## src/rtl/counter_cmd_driver.sv

```systemverilog
// Command driver for an external up/down/load counter. Turns accepted
// commands into one-cycle strobes and checks the counter against a shadow model.
module counter_cmd_driver #(
  parameter int W     = 8,
  parameter int WRAPW = 16
) (
  input  logic             clk,
  input  logic             srst_n,
  input  logic             cmd_valid,
  output logic             cmd_ready,
  input  logic [1:0]       cmd_op,
  input  logic [W-1:0]     cmd_arg,
  output logic             load,
  output logic             up,
  output logic             down,
  output logic [W-1:0]     data,
  input  logic [W-1:0]     count,
  input  logic             rollover,
  output logic             done,
  output logic [W-1:0]     exp_count,
  output logic [WRAPW-1:0] wrap_cnt,
  output logic             mismatch,
  output logic [1:0]       state_dbg
);

  // Handshake: a command is taken on a rising edge where cmd_valid && cmd_ready;
  // cmd_ready is high only in IDLE, and cmd_* are not looked at otherwise.
  typedef enum logic [1:0] {S_IDLE, S_LOAD, S_RUN, S_DONE} state_t;

  localparam logic [1:0] OP_NOP  = 2'b00;
  localparam logic [1:0] OP_LOAD = 2'b01;
  localparam logic [1:0] OP_UP   = 2'b10;
  localparam logic [1:0] OP_DOWN = 2'b11;

  state_t           state_q, state_d;
  logic [W-1:0]     arg_q, arg_d;
  logic [W-1:0]     remain_q, remain_d;
  logic             dir_down_q, dir_down_d;
  logic             load_q, load_d;
  logic             up_q, up_d;
  logic             down_q, down_d;
  logic [W-1:0]     data_q, data_d;
  logic             done_q, done_d;
  logic             ready_q, ready_d;
  logic [W-1:0]     exp_q, exp_d;
  logic [WRAPW-1:0] wrap_q, wrap_d;
  logic             mismatch_q, mismatch_d;

  always_comb begin
    state_d    = state_q;
    arg_d      = arg_q;
    remain_d   = remain_q;
    dir_down_d = dir_down_q;
    case (state_q)
      S_IDLE: begin
        if (cmd_valid) begin
          case (cmd_op)
            OP_LOAD: begin
              arg_d   = cmd_arg;
              state_d = S_LOAD;
            end
            OP_UP, OP_DOWN: begin
              dir_down_d = (cmd_op == OP_DOWN);
              remain_d   = cmd_arg;
              state_d    = (cmd_arg != '0) ? S_RUN : S_DONE;
            end
            OP_NOP:  state_d = S_DONE;
            default: state_d = S_DONE;
          endcase
        end
      end
      S_LOAD: state_d = S_DONE;
      S_RUN: begin
        remain_d = remain_q - 1'b1;
        if (remain_q == {{(W-1){1'b0}}, 1'b1}) state_d = S_DONE;
      end
      S_DONE:  state_d = S_IDLE;
      default: state_d = S_IDLE;
    endcase

    // Strobes are flops loaded from the next state, so they align with it.
    load_d  = (state_d == S_LOAD);
    data_d  = load_d ? arg_d : '0;
    up_d    = (state_d == S_RUN) && !dir_down_d;
    down_d  = (state_d == S_RUN) && dir_down_d;
    done_d  = (state_d == S_DONE);
    ready_d = (state_d == S_IDLE);
  end

  // Shadow counter moves on the same edge the real counter sees the strobe.
  always_comb begin
    exp_d  = exp_q;
    wrap_d = wrap_q;
    if (load_q)      exp_d = data_q;
    else if (up_q)   exp_d = exp_q + 1'b1;
    else if (down_q) exp_d = exp_q - 1'b1;
    if (((up_q && (&exp_q)) || (down_q && (exp_q == '0))) && !(&wrap_q))
      wrap_d = wrap_q + 1'b1;
    mismatch_d = mismatch_q | (count != exp_q) | (rollover != (&exp_q));
  end

  always_ff @(posedge clk) begin
    if (!srst_n) begin
      state_q    <= S_IDLE;
      arg_q      <= '0;
      remain_q   <= '0;
      dir_down_q <= 1'b0;
      load_q     <= 1'b0;
      up_q       <= 1'b0;
      down_q     <= 1'b0;
      data_q     <= '0;
      done_q     <= 1'b0;
      ready_q    <= 1'b1;
      exp_q      <= '0;
      wrap_q     <= '0;
      mismatch_q <= 1'b0;
    end else begin
      state_q    <= state_d;
      arg_q      <= arg_d;
      remain_q   <= remain_d;
      dir_down_q <= dir_down_d;
      load_q     <= load_d;
      up_q       <= up_d;
      down_q     <= down_d;
      data_q     <= data_d;
      done_q     <= done_d;
      ready_q    <= ready_d;
      exp_q      <= exp_d;
      wrap_q     <= wrap_d;
      mismatch_q <= mismatch_d;
    end
  end

  assign cmd_ready = ready_q;
  assign load      = load_q;
  assign up        = up_q;
  assign down      = down_q;
  assign data      = data_q;
  assign done      = done_q;
  assign exp_count = exp_q;
  assign wrap_cnt  = wrap_q;
  assign mismatch  = mismatch_q;
  assign state_dbg = state_q;

endmodule

```

## config.mk

```make
export PLATFORM = sky130hd
export DESIGN_NAME = counter_cmd_driver
export DESIGN_NICKNAME = d
export VERILOG_FILES = /design/src/rtl/counter_cmd_driver.sv
export SDC_FILE = /design/constraint.sdc
export NUM_CORES = 1
export LEC_CHECK = 0
export ABC_AREA = 1
export BUFFER_PORTS_ARGS = -buffer_cell sky130_fd_sc_hd__buf_4
export CORE_ASPECT_RATIO = 0.75
export CORE_UTILIZATION = 35
export CTS_CLUSTER_DIAMETER = 60
export DETAILED_ROUTE_END_ITERATION = 10
export HOLD_SLACK_MARGIN = 0.08
export PLACE_DENSITY = 0.65
export SYNTH_ARGS = -nofsm -noshare
export SYNTH_HDL_FRONTEND = slang
export SYNTH_SLANG_ARGS = --single-unit
export TNS_END_PERCENT = 50
```

## constraint.sdc

```tcl
create_clock -name clk -period 1.8 [get_ports clk]
set_input_delay 0.45 -clock clk [delete_from_list [all_inputs] [get_ports clk]]
set_output_delay 0.45 -clock clk [all_outputs]
set_load 0.02 [all_outputs]
```

# After elaboration in Yosys (flattened, before gate mapping)
# Index checks and enable logic that the tools add are counted.
# W data, S select, Z words.
# word_totals
ff_bits,57
output_inout_bits,40
# classes
n_addsub,4
n_eq_ne,14
mux,17
bitwise_logic,2
reduce_logical,20
# op_table
op,count
$mux W8,8
$add A16 B1 Y16 const B,1
$pmux W8 S2,1
$reduce_and A16 Y1,1
$sub A8 B1 Y8 const B,2
$eq A2 B2 Y1 const B,6
$add A8 B1 Y8 const B,1
$eq A8 B1 Y1 const B,1
$logic_not A8 Y1,1
$ne A8 B8 Y1,1
$pmux W2 S4,1
$reduce_and A8 Y1,1
$reduce_bool A8 Y1,1
$eq A2 B1 Y1 const B,3
$logic_not A2 Y1,3
$pmux W2 S3,1
$logic_and A1 B1 Y1,5
$mux W1,4
$mux W2,2
$reduce_and A3 Y1,1
$reduce_bool A3 Y1,1
$logic_not A1 Y1,2
$ne A2 B1 Y1 const B,1
$ne A2 B2 Y1 const B,1
6 further kinds,7

# Logic depth before layout (Yosys ltp)
# logic_depth
word_depth,7
depth_mapped,11
depth_no_buf,11

# Least setup slack after synthesis
# No wires, ideal clock.
# synth_timing
kind,flip-flop to flip-flop
start,"register up_q, in the netlist up"
end,"register exp_q[7], in the netlist exp_count[7]"
setup_ns,0.134
t_arrival_ns,1.678
required_time_ns,1.666
path_slack_ns,-0.012
path_stages_with_launch,10
path_buffers,0
synth_period_minus_slack_ns,1.812
path_cell_list,dfxtp_1 > inv_1 > ha_1 > or2_2 > nand3_1 > nand2_1 > nand2_1 > nand3_1 > nand2_1 > a21oi_1
# synth_via
elab_chain_len,2
word_cells_on_any_way,3
classes_between,mux: 2; reduce/logical: 1
# synth_rtl
element,line_no,rtl
"start, declared",40,"logic up_q, up_d;"
"start signal, assigned",123,up_q <= up_d;
$mux W8,95,else if (up_q) exp_d = exp_q + 1'b1;
$mux W8,94,if (load_q) exp_d = data_q;
"end signal, assigned",128,exp_q <= exp_d;
"end, declared",45,"logic [W-1:0] exp_q, exp_d;"
# Parallel ways exist; a longest one is shown, timed or not.
# A chain may end at the register's enable or synchronous reset.

# Final worst setup path
# Same ends and word-level chain as after synthesis.

==> results.txt <==
DRT antenna net count: 0
Core Util, Final: 49.1%
Final worst path period share: 93.1%
Clock tree buffer depth: 2
Initial antenna violation count: 0
Ports: 62
Top FF cell, synth: dfxtp_1
Post-Layout Cell Count: 645
Largest net degree at the start of global routing: 19
Commonest non-fill, non-tap cell in the layout: nand2_1
Total core area: 8710 µm²
Iter 0 DRT Violations: 204
Cell Pwr Density: 1630 nW/µm²
Synth async-reset ratio: 0%
Max Clk Rate: 596 MHz
Initial Utilization: 37.1%
Number of global-route vias before repair: 2780
CTS tree: done
Seq/Total Area, Yosys: 35.3%
Critical path launch point type: flip-flop
Die height: 85.2 µm
Hold Crit Class: primary input to flip-flop
Share of cells above drive strength 1: 24.6%
Layout net count: 568
Crit-path most repeated cell: nand2_1
CP max-delay cell: ha_1
Worst Path Arrival: 1880 ps
Area grow syn2layout: 32.2%
CTS Hold Bufs: 0
Placer congestion estimate: 0.860
CP max FO: 7
DP Cell Count: 626
Max Clock Skew: 5.93 ps
Via density: 4.87
Setup crit end kind: flip-flop
Die width: 113 µm
Final HPWL DP: 6.39 mm
GRT Util Overall: 18.3%
Slew @ Worst Pin: 446 ps
Most frequent cells in the layout: nand2_1 (122), buf_4 (69), nor2_1 (68), dfxtp_1 (56), inv_1 (39)
Number of remaining DRC errors: 0
Syn_area_per_cell: 7.06 µm²
Slew Limit Fails: 0
Crit Path Category: flip-flop to flip-flop
Count of flip-flops with a built-in enable after synthesis: 0
Crit-path cells: clkinvlp_4 -> ha_1 -> nand2_1 -> nand2_1 -> a21oi_2 -> nand2_1 -> nand2_1 -> nand3_1 -> nand2_1 -> a21oi_1
Vias post-DR: 3141
Synth Warn #: 0
Clock tree sinks: 57
Max stage delay on crit path: 400 ps
# setup viols final: 0
Final min period: 1680 ps
Total Wirelength: 8.50 mm
Post-Syn Area: 3230 µm²
Worst rel slew slack: 70.0%
H-Tree Depth: 3
Max cap viols: 0
Antenna Cells: 0
Syn_nets: 494
Fill cells: 877
CP required: 2010 ps
Reg clk slew, reported paths: 50 ps
IO Port Bufs: 61
Run status: finished, final reports clean
Clock Latency Late Sink: 330 ps
CTS Root Cell: clkbuf_16
First-pass GRT wire length: 13.7 mm
Num rows: 29
Worst R2R Setup Slack: 120 ps
CTS Buf Count: 9
Final-report hold violation count: 0
Wire length per cell: 13.2 µm
Total gr overflow: 0
Die area: 9630 µm²
Cells after Synth: 458
Pleak: 1.92 nW
VDD IR max: 0.608 mV
Synth Register Bits: 57
Drt pass-1 iters: 4
Synth unique cells: 38
-- power breakdown --
| group | leakage (nW) | switching [mW] | total [mW] | internal [mW] |
|---|---|---|---|---|
| logic | 1.28 | 1.86 | 3.09 | 1.23 |
| registers | 0.464 | 0.313 | 1.82 | 1.51 |
| clock network | 0.176 | 0.587 | 2.07 | 1.49 |
-- flip-flops by register name, summed over array words and instances (netlist names) --
register and count:
remain_q 8, data 8, done 1, load 1
wrap_cnt 16, arg_q 8, mismatch 1, down 1
dir_down_q 1, state_dbg 2, up 1, exp_count 8
cmd_ready 1
-- metal layers --
metal,track usage [%],vias up,share of wire (%)
li1,-,1631,-
met1,26.7,1416,52
met2,25.7,84,41
met3,4.79,10,5.7
met4,6.58,0,1.6
met5,0,-,0
-- logic make-up after synthesis --
group	count (synthesis)	share of synthesized area (%)
xor gates and xnor gates	16	4.33
DFF	57	35.3
buffers and inverters	52	7.04
adders and majority gates	14	5.65
and+or+nand+nor	252	34.4
muxes	7	2.17
AOI/OAI and AO/OA	60	11.1
-- final timing paths --
check                   from      endpoint  cells after the start
setup / recovery          up  exp_count[7]                     10
hold / removal    cmd_arg[1]   remain_q[1]                      3
setup reg to reg          up  exp_count[7]                     10
hold reg to reg      data[4]  exp_count[4]                      2
-- final cells by class --
type / count / area, µm² / share of cell area [%]
timing repair buffer: 71 / 549 / 12.9
clock inverter: 6 / 130 / 3.04
tap: 108 / 135 / 3.16
sequential: 57 / 1140 / 26.8
multi-input combinational: 349 / 1910 / 44.8
clock buffer: 10 / 229 / 5.36
inverter: 44 / 171 / 4.01
-- synth_stat cells (2+ instances only) --
master,instances,share of area (%)
nand4_2,2,0.77
a31oi_1,5,0.97
xor2_1,9,2.4
nand3b_1,3,0.70
clkbuf_1,4,0.46
or2_2,2,0.39
o21ai_0,16,2.5
nor3_1,4,0.62
o22ai_1,2,0.39
inv_2,3,0.35
nor2_1,68,7.9
xnor2_1,7,1.9
inv_1,40,4.6
buf_2,2,0.31
a21oi_2,10,2.7
nand4_1,6,1.2
dfxtp_1,57,35
mux2i_1,7,2.2
ha_1,13,5.0
nor2_2,5,0.97
nand2_1,122,14
nand2_2,11,2.1
a21oi_1,22,3.4
a22oi_1,2,0.46
nand3_1,23,3.6
-- worst max-delay path: cells and delay by family, from the launching register on --
| kind | cells | cell delay, ps |
|---|---|---|
| adders and majority gates | 1 | 400 |
| and+or+nand+nor | 6 | 400 |
| DFF | 1 | 360 |
| AOI/OAI and AO/OA | 2 | 200 |
| buffers and inverters | 1 | 190 |
-- what timing repair did --
action | 4_1_cts | 5_1_grt
endpoints found under the setup margin | 0 | 12
setup buffers | 0 | 3
resized for setup | 0 | 10
-- stage by stage --
stage                     setup TNS, ps  hold WS [ps]  setup slack [ps]  total power, mW  area [µm²]
after floorplan                       0           447               125             3.84        3230
after global routing              -19.9           419             -11.4             7.50        4270
after detailed placement              0           471              91.3             4.71        3830
after CTS                             0           392              81.5             6.81        4190
after global placement                0           464               135             4.66        3830
final                                 0           398               123             6.99        4270
Power figures use the tool's default switching activity.
